File: src/rtl/vga_timing_gen.sv
// vga_timing_gen: parametrised VESA-style raster timing generator.
// Produces pixel/line counters, sync, blanking and data-enable for any mode
// given as active/front-porch/sync/back-porch parameters. The pipeline
// advances only on cycles with pix_en=1. All outputs are registered and
// decoded from the next count value, so they line up with hcount/vcount.
//
// Optional feature: define VGA_TIMING_LINE_IRQ_EN to add irq_line/line_irq,
// a per-frame programmable line-compare strobe.
//
// Ports:
//   clk          pixel-domain clock
//   rst_n        synchronous reset, active-low (dominates pix_en)
//   pix_en       advance enable; counts/syncs/blanks hold when 0
//   hcount       pixel index in line
//   vcount       line index in frame
//   hsync/vsync  sync pulses at HSYNC_POL/VSYNC_POL active level
//   hblnk/vblnk  horizontal/vertical blanking
//   de           active video (~hblnk & ~vblnk)
//   line_start   one-clk strobe, hcount just became 0
//   frame_start  one-clk strobe, hcount and vcount just became 0
//   frame_cnt    completed-frame count, wraps modulo 2^FRAME_W
//   irq_line     compare line, latched at frame start (macro only)
//   line_irq     strobe with line_start when vcount matches (macro only)
module vga_timing_gen #(
  parameter int unsigned H_ACTIVE  = 1024,
  parameter int unsigned H_FP      = 24,
  parameter int unsigned H_SYNC    = 136,
  parameter int unsigned H_BP      = 160,
  parameter int unsigned V_ACTIVE  = 768,
  parameter int unsigned V_FP      = 3,
  parameter int unsigned V_SYNC    = 6,
  parameter int unsigned V_BP      = 29,
  parameter bit          HSYNC_POL = 1'b1,
  parameter bit          VSYNC_POL = 1'b1,
  parameter int unsigned CNT_W     = 12,
  parameter int unsigned FRAME_W   = 8
) (
  input  logic               clk,
  input  logic               rst_n,
  input  logic               pix_en,
  output logic [CNT_W-1:0]   hcount,
  output logic [CNT_W-1:0]   vcount,
  output logic               hsync,
  output logic               vsync,
  output logic               hblnk,
  output logic               vblnk,
  output logic               de,
  output logic               line_start,
  output logic               frame_start,
`ifdef VGA_TIMING_LINE_IRQ_EN
  input  logic [CNT_W-1:0]   irq_line,
  output logic               line_irq,
`endif
  output logic [FRAME_W-1:0] frame_cnt
);

  localparam int unsigned H_TOT     = H_ACTIVE + H_FP + H_SYNC + H_BP;
  localparam int unsigned V_TOT     = V_ACTIVE + V_FP + V_SYNC + V_BP;
  localparam int unsigned HS_START  = H_ACTIVE + H_FP;
  localparam int unsigned HS_END    = H_ACTIVE + H_FP + H_SYNC;
  localparam int unsigned VS_START  = V_ACTIVE + V_FP;
  localparam int unsigned VS_END    = V_ACTIVE + V_FP + V_SYNC;
  localparam longint unsigned CNT_RANGE = 64'(1) << CNT_W;

  // Totals must be representable so the last count H_TOT-1 / V_TOT-1 fits.
  if (64'(H_TOT) > CNT_RANGE) begin : g_h_tot_too_wide
    $error("vga_timing_gen: H_TOT does not fit in CNT_W bits");
  end
  if (64'(V_TOT) > CNT_RANGE) begin : g_v_tot_too_wide
    $error("vga_timing_gen: V_TOT does not fit in CNT_W bits");
  end

  logic [CNT_W-1:0] h_nxt;
  logic [CNT_W-1:0] v_nxt;
  logic             h_wrap;
  logic             v_wrap;
  logic             hblnk_nxt;
  logic             vblnk_nxt;
  logic             hs_win;
  logic             vs_win;

  // Next-count computation and decode from the next value (zero skew).
  always_comb begin
    h_wrap    = (hcount == CNT_W'(H_TOT - 1));
    v_wrap    = (vcount == CNT_W'(V_TOT - 1));
    h_nxt     = h_wrap ? '0 : hcount + CNT_W'(1);
    v_nxt     = vcount;
    if (h_wrap) begin
      v_nxt = v_wrap ? '0 : vcount + CNT_W'(1);
    end
    hblnk_nxt = (h_nxt >= CNT_W'(H_ACTIVE));
    vblnk_nxt = (v_nxt >= CNT_W'(V_ACTIVE));
    hs_win    = (h_nxt >= CNT_W'(HS_START)) && (h_nxt < CNT_W'(HS_END));
    vs_win    = (v_nxt >= CNT_W'(VS_START)) && (v_nxt < CNT_W'(VS_END));
  end

  // Counter and registered output stage.
  always_ff @(posedge clk) begin
    if (!rst_n) begin
      hcount      <= '0;
      vcount      <= '0;
      hblnk       <= 1'b0;
      vblnk       <= 1'b0;
      de          <= 1'b1;
      hsync       <= ~HSYNC_POL;
      vsync       <= ~VSYNC_POL;
      line_start  <= 1'b0;
      frame_start <= 1'b0;
      frame_cnt   <= '0;
    end else if (pix_en) begin
      hcount      <= h_nxt;
      vcount      <= v_nxt;
      hblnk       <= hblnk_nxt;
      vblnk       <= vblnk_nxt;
      de          <= ~hblnk_nxt & ~vblnk_nxt;
      hsync       <= hs_win ? HSYNC_POL : ~HSYNC_POL;
      vsync       <= vs_win ? VSYNC_POL : ~VSYNC_POL;
      line_start  <= h_wrap;
      frame_start <= h_wrap & v_wrap;
      if (h_wrap && v_wrap) begin
        frame_cnt <= frame_cnt + FRAME_W'(1);
      end
    end else begin
      // Stalled: levels hold, strobes must not repeat.
      line_start  <= 1'b0;
      frame_start <= 1'b0;
    end
  end

`ifdef VGA_TIMING_LINE_IRQ_EN
  logic [CNT_W-1:0] irq_shadow;

  // Compare uses the shadow held before this edge; a new irq_line value
  // latched at frame start applies from the following line_start on.
  // A shadow >= V_TOT can never equal v_nxt, so it never fires.
  always_ff @(posedge clk) begin
    if (!rst_n) begin
      irq_shadow <= '0;
      line_irq   <= 1'b0;
    end else if (pix_en) begin
      line_irq <= h_wrap & (v_nxt == irq_shadow);
      if (h_wrap && v_wrap) begin
        irq_shadow <= irq_line;
      end
    end else begin
      line_irq <= 1'b0;
    end
  end
`endif

endmodule

File: config.mk
export PLATFORM = sky130hd
export DESIGN_NAME = vga_timing_gen
export DESIGN_NICKNAME = d
export VERILOG_FILES = /design/src/rtl/vga_timing_gen.sv
export SDC_FILE = /design/constraint.sdc
export NUM_CORES = 1
export LEC_CHECK = 0
export BUFFER_PORTS_ARGS = -buffer_cell sky130_fd_sc_hd__buf_4
export CAP_MARGIN = 15
export CORE_MARGIN = 3
export CORE_UTILIZATION = 36
export CTS_CLUSTER_DIAMETER = 50
export DETAILED_ROUTE_END_ITERATION = 7
export PLACE_DENSITY = 0.52
export SETUP_SLACK_MARGIN = 0.4
export SYNTH_ARGS = -nofsm -noshare
export SYNTH_HDL_FRONTEND = slang
export SYNTH_SLANG_ARGS = --single-unit
File: constraint.sdc
create_clock -name clk -period 2.9 [get_ports clk]
set_clock_uncertainty 0.05 [all_clocks]
set_input_delay 0.145 -clock clk [delete_from_list [all_inputs] [get_ports clk]]
set_output_delay 0.145 -clock clk [all_outputs]
set_load 0.05 [all_outputs]
# Word-level counts from Yosys, hierarchy flattened
# Cells that the tools add are included.
dict set report classes {
  addsub 3
  n_lt_le_gt_ge 6
  eq_ne 2
  n_mux 5
  n_bitwise 4
  reduce_logical 5
}
# op count
set ops {}
lappend ops {{two-way mux 12 bit} 3}
lappend ops {{adder 12 x 1 -> 12 bit, second input constant} 2}
lappend ops {{greater-or-equal comparator 12 x 10 -> 1 bit, second input constant} 2}
lappend ops {{greater-or-equal comparator 12 x 11 -> 1 bit, second input constant} 2}
lappend ops {{== test 12 x 10 -> 1 bit, second input constant} 1}
lappend ops {{== test 12 x 11 -> 1 bit, second input constant} 1}
lappend ops {{< comparator 12 x 10 -> 1 bit, second input constant} 1}
lappend ops {{< comparator 12 x 11 -> 1 bit, second input constant} 1}
lappend ops {{adder 8 x 1 -> 8 bit, second input constant} 1}
lappend ops {{AND reduction 2 bit} 2}
lappend ops {{logical AND 1 bit} 3}
lappend ops {{AND 1 bit} 2}
lappend ops {{two-way mux 1 bit} 2}
lappend ops {{NOT 1 bit} 2}
dict set report word_totals {
  ff_bits 39
  input_bits 3
  output_inout_bits 39
  word_cells 35
}

# Depth between registers and ports, before layout
# Gate-level depths: netlist (run 1).
dict set report logic_depth {
  depth_word 6
  depth_mapped 10
  mapped_depth_nobuf 9
}

# Worst setup path before layout (run 1)
# Ideal clock, no wire load.
dict set report synth_path {
  kind {register to register}
  startpoint {register hcount[8]}
  endpoint {register vsync}
  setup_ps 85
  arrival_ps 2762
  required_ps 2765
  path_slack_ps 3
  path_stages_with_launch 9
  n_path_buf 1
  period_less_slack_ps 2897
  cell_sequence {dfxtp_1 or4b_4 or4_4 buf_6 nor2_8 nand4_2 a2111oi_2 o211ai_1 o31ai_2}
}
dict set report synth_between {
  elab_chain_cells 5
  elab_cells_between_ends 6
  classes_between {2 x order compare; 1 x eq/ne; 2 x mux; 1 x reduce/logical}
}
# item line
set synth_lines {}
lappend synth_lines {{start, declared} 41} ;# output logic [CNT_W-1:0] hcount,
lappend synth_lines {{start signal, assigned} 111} ;# hcount <= h_nxt;
lappend synth_lines {{== test 12 x 11 -> 1 bit (*)} 84} ;# h_wrap = (hcount == CNT_W'(H_TOT - 1));
lappend synth_lines {{two-way mux 12 bit (*)} 88} ;# if (h_wrap) begin
lappend synth_lines {{greater-or-equal comparator 12 x 10 -> 1 bit / < comparator 12 x 10 -> 1 bit (equally long branches)} 94} ;# vs_win = (v_nxt >= CNT_W'(VS_START)) && (v_nxt < CNT_W'(VS_END));
lappend synth_lines {{logical AND 1 bit (*)} 94}
lappend synth_lines {{two-way mux 1 bit (*)} 117} ;# vsync <= vs_win ? VSYNC_POL : ~VSYNC_POL;
lappend synth_lines {{end signal, assigned} 106} ;# vsync <= ~VSYNC_POL;
lappend synth_lines {{end signal, assigned} 117}
lappend synth_lines {{end, declared} 44} ;# output logic vsync,
# Mark *: on every way between the ends. The rest lies on a longest branch, timed or not.
# A chain may end at the register's enable or synchronous reset.

# Final worst setup path (run 1)
dict set report layout_path {
  startpoint {register hcount[7]}
  endpoint {register de}
}
dict set report layout_between {
  elab_chain_cells 5
  elab_cells_between_ends 9
  classes_between {1 x add/sub; 2 x order compare; 1 x eq/ne; 2 x mux; 3 x bitwise}
}
# item line
set layout_lines {}
lappend layout_lines {{adder 12 x 1 -> 12 bit / == test 12 x 11 -> 1 bit (equally long branches)} {86, 84}}
lappend layout_lines {{two-way mux 12 bit, on equally long branches} {86, 88}}
lappend layout_lines {{greater-or-equal comparator 12 x 11 -> 1 bit / greater-or-equal comparator 12 x 10 -> 1 bit (equally long branches)} {91, 92}}
lappend layout_lines {{NOT 1 bit} 115} ;# de <= ~hblnk_nxt & ~vblnk_nxt;
lappend layout_lines {{AND 1 bit (*)} 115}
lappend layout_lines {{end signal, assigned} 115}
lappend layout_lines {{end, declared} 47} ;# output logic de,
# Marks and branches as above.

==> results of run 1 <==
-- sequential cells by signal, indices dropped and copies added (netlist names) --
register / flops
frame_start: 1
vsync: 1
de: 1
hcount: 12
vblnk: 1
hblnk: 1
line_start: 1
frame_cnt: 8
hsync: 1
vcount: 12
-- layer usage --
metal / global-route usage (%) / vias up
li1: - / 1144
met3: 4.26 / 9
met4: 6.14 / 0
met5: 0 / -
met1: 23.5 / 1081
met2: 25.9 / 62
-- final timing paths --
kind	startpoint	to	slack, ns	depth (start not counted)
setup reg to reg	hcount[7]	de	0.19	9
setup / recovery	hcount[7]	de	0.19	9
hold reg to reg	hsync	hsync	0.43	2
hold / removal	rst_n	vcount[9]	0.21	2
-- synth_stat cells (all sizes together) (2+ instances only) --
cell type and n:
nor4 3, nand4b 2, clkbuf 17, a21boi 10, and3b 2, inv 3
o21a 5, and4 4, and3 11, o211ai 4, a22oi 2, o21ai 20
o41ai 3, mux2i 3, and2 21, or3 4, nand3 14, nor2 10
nor2b 9, o31ai 3, nand2 31, xor2 3, nand4 8, ha 4
xnor2 15, nor3 6, nand2b 3, a21oi 7, or4 2, a32o 2
o31a 2, dfxtp 39, buf 5
-- per-stage QoR --
step	area (sq um)	power [mW]	util [%]	hold slack [ns]
floorplan	2440	0.614	-	0.278
global placement	2780	0.637	43.5	0.427
detailed placement	2780	0.637	43.5	0.408
CTS	3030	1.16	47.5	0.215
global route	3250	1.19	50.9	0.220
finish	3250	1.14	50.9	0.205
-- cells by family (layout without fill, tap and decap cells) --
family	count (synthesis)	count (layout)	share of synthesized area, %
and+or+nand+nor	135	135	33.8
AOI/OAI and AO/OA	65	65	18.9
DFF	39	39	32.7
buffers and inverters	25	77	4.61
xor gates and xnor gates	18	18	6.60
adders and majority gates	4	4	2.10
muxes	3	3	1.26
-- repair_timing --
action | 4_1_cts | 5_1_grt
hold buffers | 0 | 0
resized for setup | 8 | 32
pin swaps | 14 | 23
buffers inserted | 9 | 11
setup endpoints to repair | 5 | 13
-- power by group through the flow --
stage / combinational [mW] / clock [mW] / sequential, mW
after floorplan: 0.0326 / 0 / 0.582
after global placement: 0.0778 / 0 / 0.559
after global routing: 0.0906 / 0.548 / 0.548
after CTS: 0.0805 / 0.529 / 0.546
final: 0.0839 / 0.509 / 0.547
after detailed placement: 0.0776 / 0 / 0.559
-- area by class of cell --
type	instances	area (sq um)	share of cell area (%)
clock buffers	7	97.6	3.00
inverters	3	11.3	0.347
well taps	77	96.3	2.97
clock inverters	1	30.0	0.924
repair buffers	66	527	16.2
flip-flops and latches	39	813	25.0
multi-input cells	225	1670	51.5
==> metrics, run 1 <==
Reg clk slew, reported paths=0.08 ns; CTS tree=built; Via-to-Cell Ratio=5.49; Buffers on Ports=41; WS Path Type=reg2reg; I/O pins=42; register area share after synthesis=32.7%; setup ws final=0.189 ns; site row count=29; Peak Freq=around 0.37 GHz; placed instance count=390; Inserted Diodes=0; nets@finish=between 300 and 400; synthesized cell area=around 2400 sq um; GRT Total Usage=17.1%; Synth top area share=32.7%; startpoint types=register; Pre-antenna DRT Iters=4; combinational share of power=7.4%; core area=6390 sq um; Yosys top cell by area=dfxtp_1; synthesized flop and latch total=39; Place WS=roughly 0.22 ns; Switching Fraction=23.2%; M1 WL=3060 microns; Starting DRT DRC Count=84; Sequential Power Share=48.0%; CP peak stage delay=approximately 0.54 ns; number of CTS-inserted buffers=5; # setup viols final=0; Req. time, crit path=just over 3 ns; Slowest cell on crit path=or4b_4; buffer depth of the longest clock path=2; routed wl met2=2920 microns; Worst slew margin=71.2%; htree depth=2; number of global-route vias before repair=roughly 2100; Setup TNS=0 ns; commonest non-fill, non-tap cells in the layout=buf_4, nand2_1, dfxtp_1, and2_1, o21ai_0; fill count=about 640; synth warn=0; Final Max Slew Viols=0; Root Driver=clkbuf_8; status=complete, no violations; Syn Area/Cell=just over 8 sq um; chip width=87.4 microns; DR vias=2296; initial antenna violation count=0; VDD IR max=0.198 mV; Max Cap Viol=0; largest net degree at the start of global routing=39; DRC violations left=0; Post-DRT Antenna Nets=0; crit path cell chain=or4b_4, buf_6, buf_4, nor2_1, and4_2, nand4_1, a32o_2, o21a_1, a31o_1; Crit path max-delay family=simple AND/OR/NAND/NOR gates; drt wl/cell=15.5 microns; initial core utilization=37.4%; Syn Inst Count=289; top_reg_cell synth=dfxtp_1; final period utilization=93.5%; commonest non-fill, non-tap cell in the layout=buf_4; synth unique cells=54; Worst-Skew Late Latency=0.30 ns; CP arrival=approximately 2.9 ns; Fin. Hold Viols=0; async set or reset register ratio after synthesis=0%; crit path time final=around 2.7 ns; syn_nets=just under 300; Tightest Hold Check Type=in2reg; top post-synthesis cells by area=dfxtp_1, and2_1, xnor2_1; Clock power frac=44.7%; final wirelength=6490 microns; Overflow after GRT=0; leakage power=1.35 nW; layout cells sized above 1=33.7%; WP buf/inv=2; DIE AREA=between 7000 and 8000 sq um; Psw=265 uW; Die Height=87.4 microns; internal power=around 880 uW; Slew @ Worst Pin=~0.43 ns; power density over cell area=351 nW/um^2; crit-path max FO=4; Layout Cells excl Fill=between 400 and 500; Routed met3 length=402 microns; gpl congestion=0.747; Critical Path End Type=register; first-pass GRT wire length=10500 microns; highest routed metal layer=met4; RSZ-0062 raised after global routing=true; Syn-to-layout area delta=36.1%; Post-synth EDFFs=0; CTS sink cnt=39; post-DP HPWL=4150 microns
Note: power is estimated with default switching activity, not from simulation.
==> inputs of run 2 (changes only) <==
Settings changed: PLACE_DENSITY 0.52 to 0.54.
Clock period 2.9 ns to 2.2 ns, I/O delays scaled along.
==> run 2 against run 1 <==
Compared with the run above:
- the run now ends with negative setup slack left
- flip-flop and latch count unchanged
- register-to-register slack worse by 0.41 ns
- critical path depth unchanged
- sequential power up 30%
- fmax up 12%
- non-clock buffer count up 30
- power up 32%
- first-iteration DRC count up 65%
- largest cell class unchanged
==> metrics, run 2 (same netlist as run 1, synthesis figures left out) <==
# setup viols final=17; placed instance count=428; Starting DRT DRC Count=139; Final Max Slew Viols=0; final period utilization=110%; I/O pins=42; RR Startpoint=hcount[7]; CTS tree=built; crit-path max FO=6; power density over cell area=436 nW/um^2; Buffers on Ports=41; number of CTS-inserted buffers=5; crit path time final=2.42 ns; buffer depth of the longest clock path=2; Reg clk slew, reported paths=0.08 ns; Overflow after GRT=0; commonest non-fill, non-tap cell in the layout=buf_4; RSZ-0062 raised after global routing=true; Root Driver=clkbuf_8; Inserted Diodes=0; DRC violations left=0; Layout Cells excl Fill=448; Fin. Hold Viols=0; Hold Slack=approximately 0.13 ns; Worst slew margin=~73%; chip width=87.4 microns; Multi-input gate area=between 1500 and 2000 sq um; status=complete, but fails checks; startpoint types=register; initial antenna violation count=0; WS Path Type=reg2reg; layout cells sized above 1=a little over two fifths; drt wl/cell=about 14 microns; site row count=29; Slew @ Worst Pin=0.401 ns; CTS sink cnt=39; GRT Total Usage=17.4%; Placed Instance Area=3110 sq um; gpl congestion=0.778; first-pass GRT wire length=10700 microns; Die Height=87.4 microns; Peak Freq=between 0.4 and 0.5 GHz; Pre-antenna DRT Iters=4; setup ws final=-0.222 ns; initial core utilization=between 30 and 40%; htree depth=2; failing checks=negative setup slack; CP startpoint=hcount[7]; Top Registers=hcount x12, vcount x12, frame_cnt x8; commonest non-fill, non-tap cells in the layout=buf_4, nand2_1, and2_1, dfxtp_1, xnor2_1; DIE AREA=7640 sq um; Req. time, crit path=2.34 ns; largest net degree at the start of global routing=38; CTS Hold Bufs=0; Critical Path End Type=register; VDD IR max=between 0.2 and 0.3 mV; fill count=630; hold_sp=rst_n; CP arrival=between 2 and 3 ns; DR vias=2374; core area=between 6000 and 7000 sq um; Setup TNS=-2.17 ns; total power=1.51 mW; Syn-to-layout area delta=44.7%; Worst-Skew Late Latency=between 0.2 and 0.3 ns; Tightest Hold Check Type=in2reg; sequential cell area=828 sq um; final wirelength=between 6000 and 7000 microns; leakage power=1.50 nW; post-DP HPWL=4540 microns; Design Area, Final=3450 sq um; Via-to-Cell Ratio=roughly 5.3; Max Cap Viol=0; number of global-route vias before repair=2240; nets@finish=377; Post-DRT Antenna Nets=0
==> run 2: changes by cell type in the layout (fill, tap and decap cells not counted), sizes merged <==
| cell | delta |
|---|---|
| buf | +30 |
==> run 2: final timing paths <==
check	end	slack, ns	cells past startpoint
worst min register to register	hsync	0.41	2
worst min-delay path	frame_start	0.13	3
worst max-delay path	vsync	-0.22	9
worst max register to register	vsync	-0.22	9
==> run 2: power by group <==
part	leakage, nW	internal [mW]	switching [mW]
sequential	0.328	0.706	0.00601
combinational	1.11	0.0440	0.0789
clock	0.0636	0.408	0.263
total	1.50	1.16	0.348
==> run 2: critical path, cell delays in order (launching register included) <==
cell,delay (ns)
dfxtp_4,0.34
or4b_4,0.53
or4_4,0.53
buf_4,0.18
buf_6,0.10
nand3_1,0.06
o41ai_1,0.06
o21ba_1,0.17
o211ai_1,0.20
o31ai_2,0.07
==> run 2: per-stage QoR <==
stage          utilization (%)  setup slack (ns)
3_3_place_gp              48.6            -0.213
6_report                  54.1            -0.222
5_1_grt                   54.1            -0.338
3_5_place_dp              48.6            -0.239
4_1_cts                   53.1            -0.223
2_1_floorplan                -            -0.249
==> run 2: final cells by class <==
class | count | share of cell area (%)
multi-input combinational | 225 | 47.7
inverter | 3 | 0.326
timing repair buffer | 96 | 21.5
sequential | 39 | 24.0
tap | 77 | 2.79
clock inverter | 1 | 0.869
clock buffer | 7 | 2.83
==> run 2: repair_timing <==
| action | 4_1_cts | 5_1_grt |
|---|---|---|
| resized for setup | 20 | 14 |
| pin swaps | 9 | 15 |
| buffers inserted | 9 | 3 |
| setup endpoints to repair | 32 | 34 |
==> run 2: metal layers <==
layer	vias up	track usage, %	wire [microns]	share of wire (%)
li1	1208	-	-	-
met1	1122	22.1	2970	46
met2	37	29.9	3230	50
met3	7	3.22	207	3.2
met4	0	4.74	72	1.1
met5	-	0	0	0
==> inputs of run 3 (changes only) <==
Settings changed: CELL_PAD_IN_SITES_DETAIL_PLACEMENT from default to 1, CELL_PAD_IN_SITES_GLOBAL_PLACEMENT from default to 1, PLACE_DENSITY 0.54 to 0.7.
==> run 3 against run 2 <==
Compared with the run above:
- the flow still finishes with violations (negative setup slack)
- clock-buffer cell count did not move
- final area grew 4.4%
- combinational power is 5% higher
- die area unchanged
- clock power fell by 18%
- non-clock buffer count is 7 higher
- wire length is 21% higher
- register-to-register slack barely moved
- power shrank 7.5%
==> metrics, run 3 (same netlist as run 1, synthesis figures left out) <==
Die Height=87.4 microns; GRT Total Usage=between 10% and 20%; post-DP HPWL=5280 microns; Critical Path End Type=register; Fin. Hold Viols=0; Hold Crit Depth=3; crit-path max FO=7; WP buf/inv=2; site row count=29; R2R Path End=frame_cnt[5]; DR vias=~2500; RR Startpoint=hcount[7]; leakage power=1.58 nW; Worst slew margin=between 70% and 80%; crit path cell chain=or4b_4, buf_6, nor4_4, buf_6, and3_4, nand4_1, or3_1, a21boi_1; Post-DRT Antenna Nets=0; Final Max Slew Viols=0; CTS Hold Bufs=0; htree depth=2; first-pass GRT wire length=roughly 12000 microns; commonest non-fill, non-tap cell in the layout=buf_4; Via-to-Cell Ratio=5.49; VDD IR max=0.239 mV; DIE AREA=7640 sq um; largest net degree at the start of global routing=38; commonest non-fill, non-tap cells in the layout=buf_4, nand2_1, and2_1, dfxtp_1, buf_6; layout cells sized above 1=between 40% and 50%; nets@finish=between 300 and 400; initial core utilization=a little under two fifths; Hold Slack=0.124 ns; Pre-antenna DRT Iters=4; fill count=746; Max Cap Viol=0; Crit path max-delay family=simple AND/OR/NAND/NOR gates; Worst-Skew Late Latency=0.29 ns; Place WS=-0.272 ns; Slew @ Worst Pin=0.413 ns; power density over cell area=386 nW/um^2; Tightest Hold Check Type=in2reg; Worst Hold Path EP=frame_start; drt wl/cell=~17 microns; Req. time, crit path=about 2.4 ns; Reg clk slew, reported paths=0.08 ns; CTS tree=built; failing checks=negative setup slack; status=complete, but fails checks; I/O pins=42; Syn-to-layout area delta=51.0%; Starting DRT DRC Count=104; RSZ-0062 raised after global routing=true; chip width=87.4 microns; Top Registers=hcount x12, vcount x12, frame_cnt x8; initial antenna violation count=0; Buffers on Ports=41; CP startpoint=hcount[7]; DRC violations left=0; gpl congestion=0.797; Slowest cell on crit path=or4b_4; Reg2Reg Depth=8; Peak Freq=0.411 GHz; number of global-route vias before repair=approximately 2500; core area=between 6000 and 7000 sq um; Layout Utilization=roughly 56%; setup ws final=-0.231 ns; number of CTS-inserted buffers=5; Overflow after GRT=0; CP arrival=2.61 ns; CTS sink cnt=39; WS Path Type=reg2reg; hold_sp=rst_n; cell repeated most along the worst path=buf_6; CP peak stage delay=0.54 ns; Inserted Diodes=0; buffer depth of the longest clock path=2; final period utilization=111%; R2R setup slack=-0.23 ns; crit path time final=2.43 ns; # setup viols final=17; final wirelength=7830 microns; startpoint types=register; Root Driver=clkbuf_8
-- run 3: changes by cell type in the layout (fill, tap and decap cells not counted), moves of 2 or more --
cell / change
a21oi_1: -3
nor3_2: +3
buf_6: +12
nor2_1: -2
buf_12: +2
a21oi_2: +3
buf_4: -7
nor2_4: +2
nor4_2: -2
nor4_4: +2
nor3_1: -3
clkbuf_8: +2
-- run 3: layout make-up --
| class | instances | area, sq um | area share (%) |
|---|---|---|---|
| multi-input combinational | 225 | 1700 | 47.2 |
| timing repair buffer | 103 | 866 | 24.0 |
| sequential | 39 | 828 | 23.0 |
| clock buffer | 7 | 96.3 | 2.67 |
| tap | 77 | 96.3 | 2.67 |
| inverter | 3 | 11.3 | 0.312 |
| clock inverter | 1 | 6.26 | 0.173 |
-- run 3: where the power goes --
| part | internal (mW) | switching [mW] | leakage, nW |
|---|---|---|---|
| Sequential | 0.706 | 0.00631 | 0.328 |
| Clock | 0.286 | 0.265 | 0.0548 |
| Combinational | 0.0450 | 0.0844 | 1.20 |
-- run 3: per-layer routing --
layer	routed length, microns	global-route usage (%)	vias up
li1	-	-	1217
met1	3350	23.0	1239
met2	4190	37.1	32
met3	210	3.41	8
met4	75	5.86	0
met5	0	0	-
-- run 3: worst min-delay path: stages --
cell and delay, ns:
buf_4 0.08, nand2_1 0.12, nor2_1 0.12
-- run 3: how the worst max path moves through the flow --
stage                         to  slack [ns]  cells after the start
floorplan                  vsync       -0.25                      8
global placement           vsync       -0.21                      7
detailed placement         vsync       -0.27                      7
CTS                        vsync       -0.22                      7
global route               vsync       -0.34                      7
finish              frame_cnt[5]       -0.23                      8
-- run 3: repair_timing --
item | 4_1_cts | 5_1_grt
pin swaps | 18 | 14
gates resized for setup | 27 | 31
gates cloned | 0 | 0
buffers inserted | 11 | 7
setup endpoints to repair | 30 | 36
-- run 3: metrics by stage --
step                total power [mW]  area [sq um]  cells  TNS, ns
floorplan                      0.809          2500    289    -1.31
global placement               0.849          3110    429    -1.24
detailed placement             0.849          3110    429    -1.78
CTS                             1.41          3420    448    -1.46
global route                    1.45          3610    455    -3.79
finish                          1.39          3610    455    -2.11
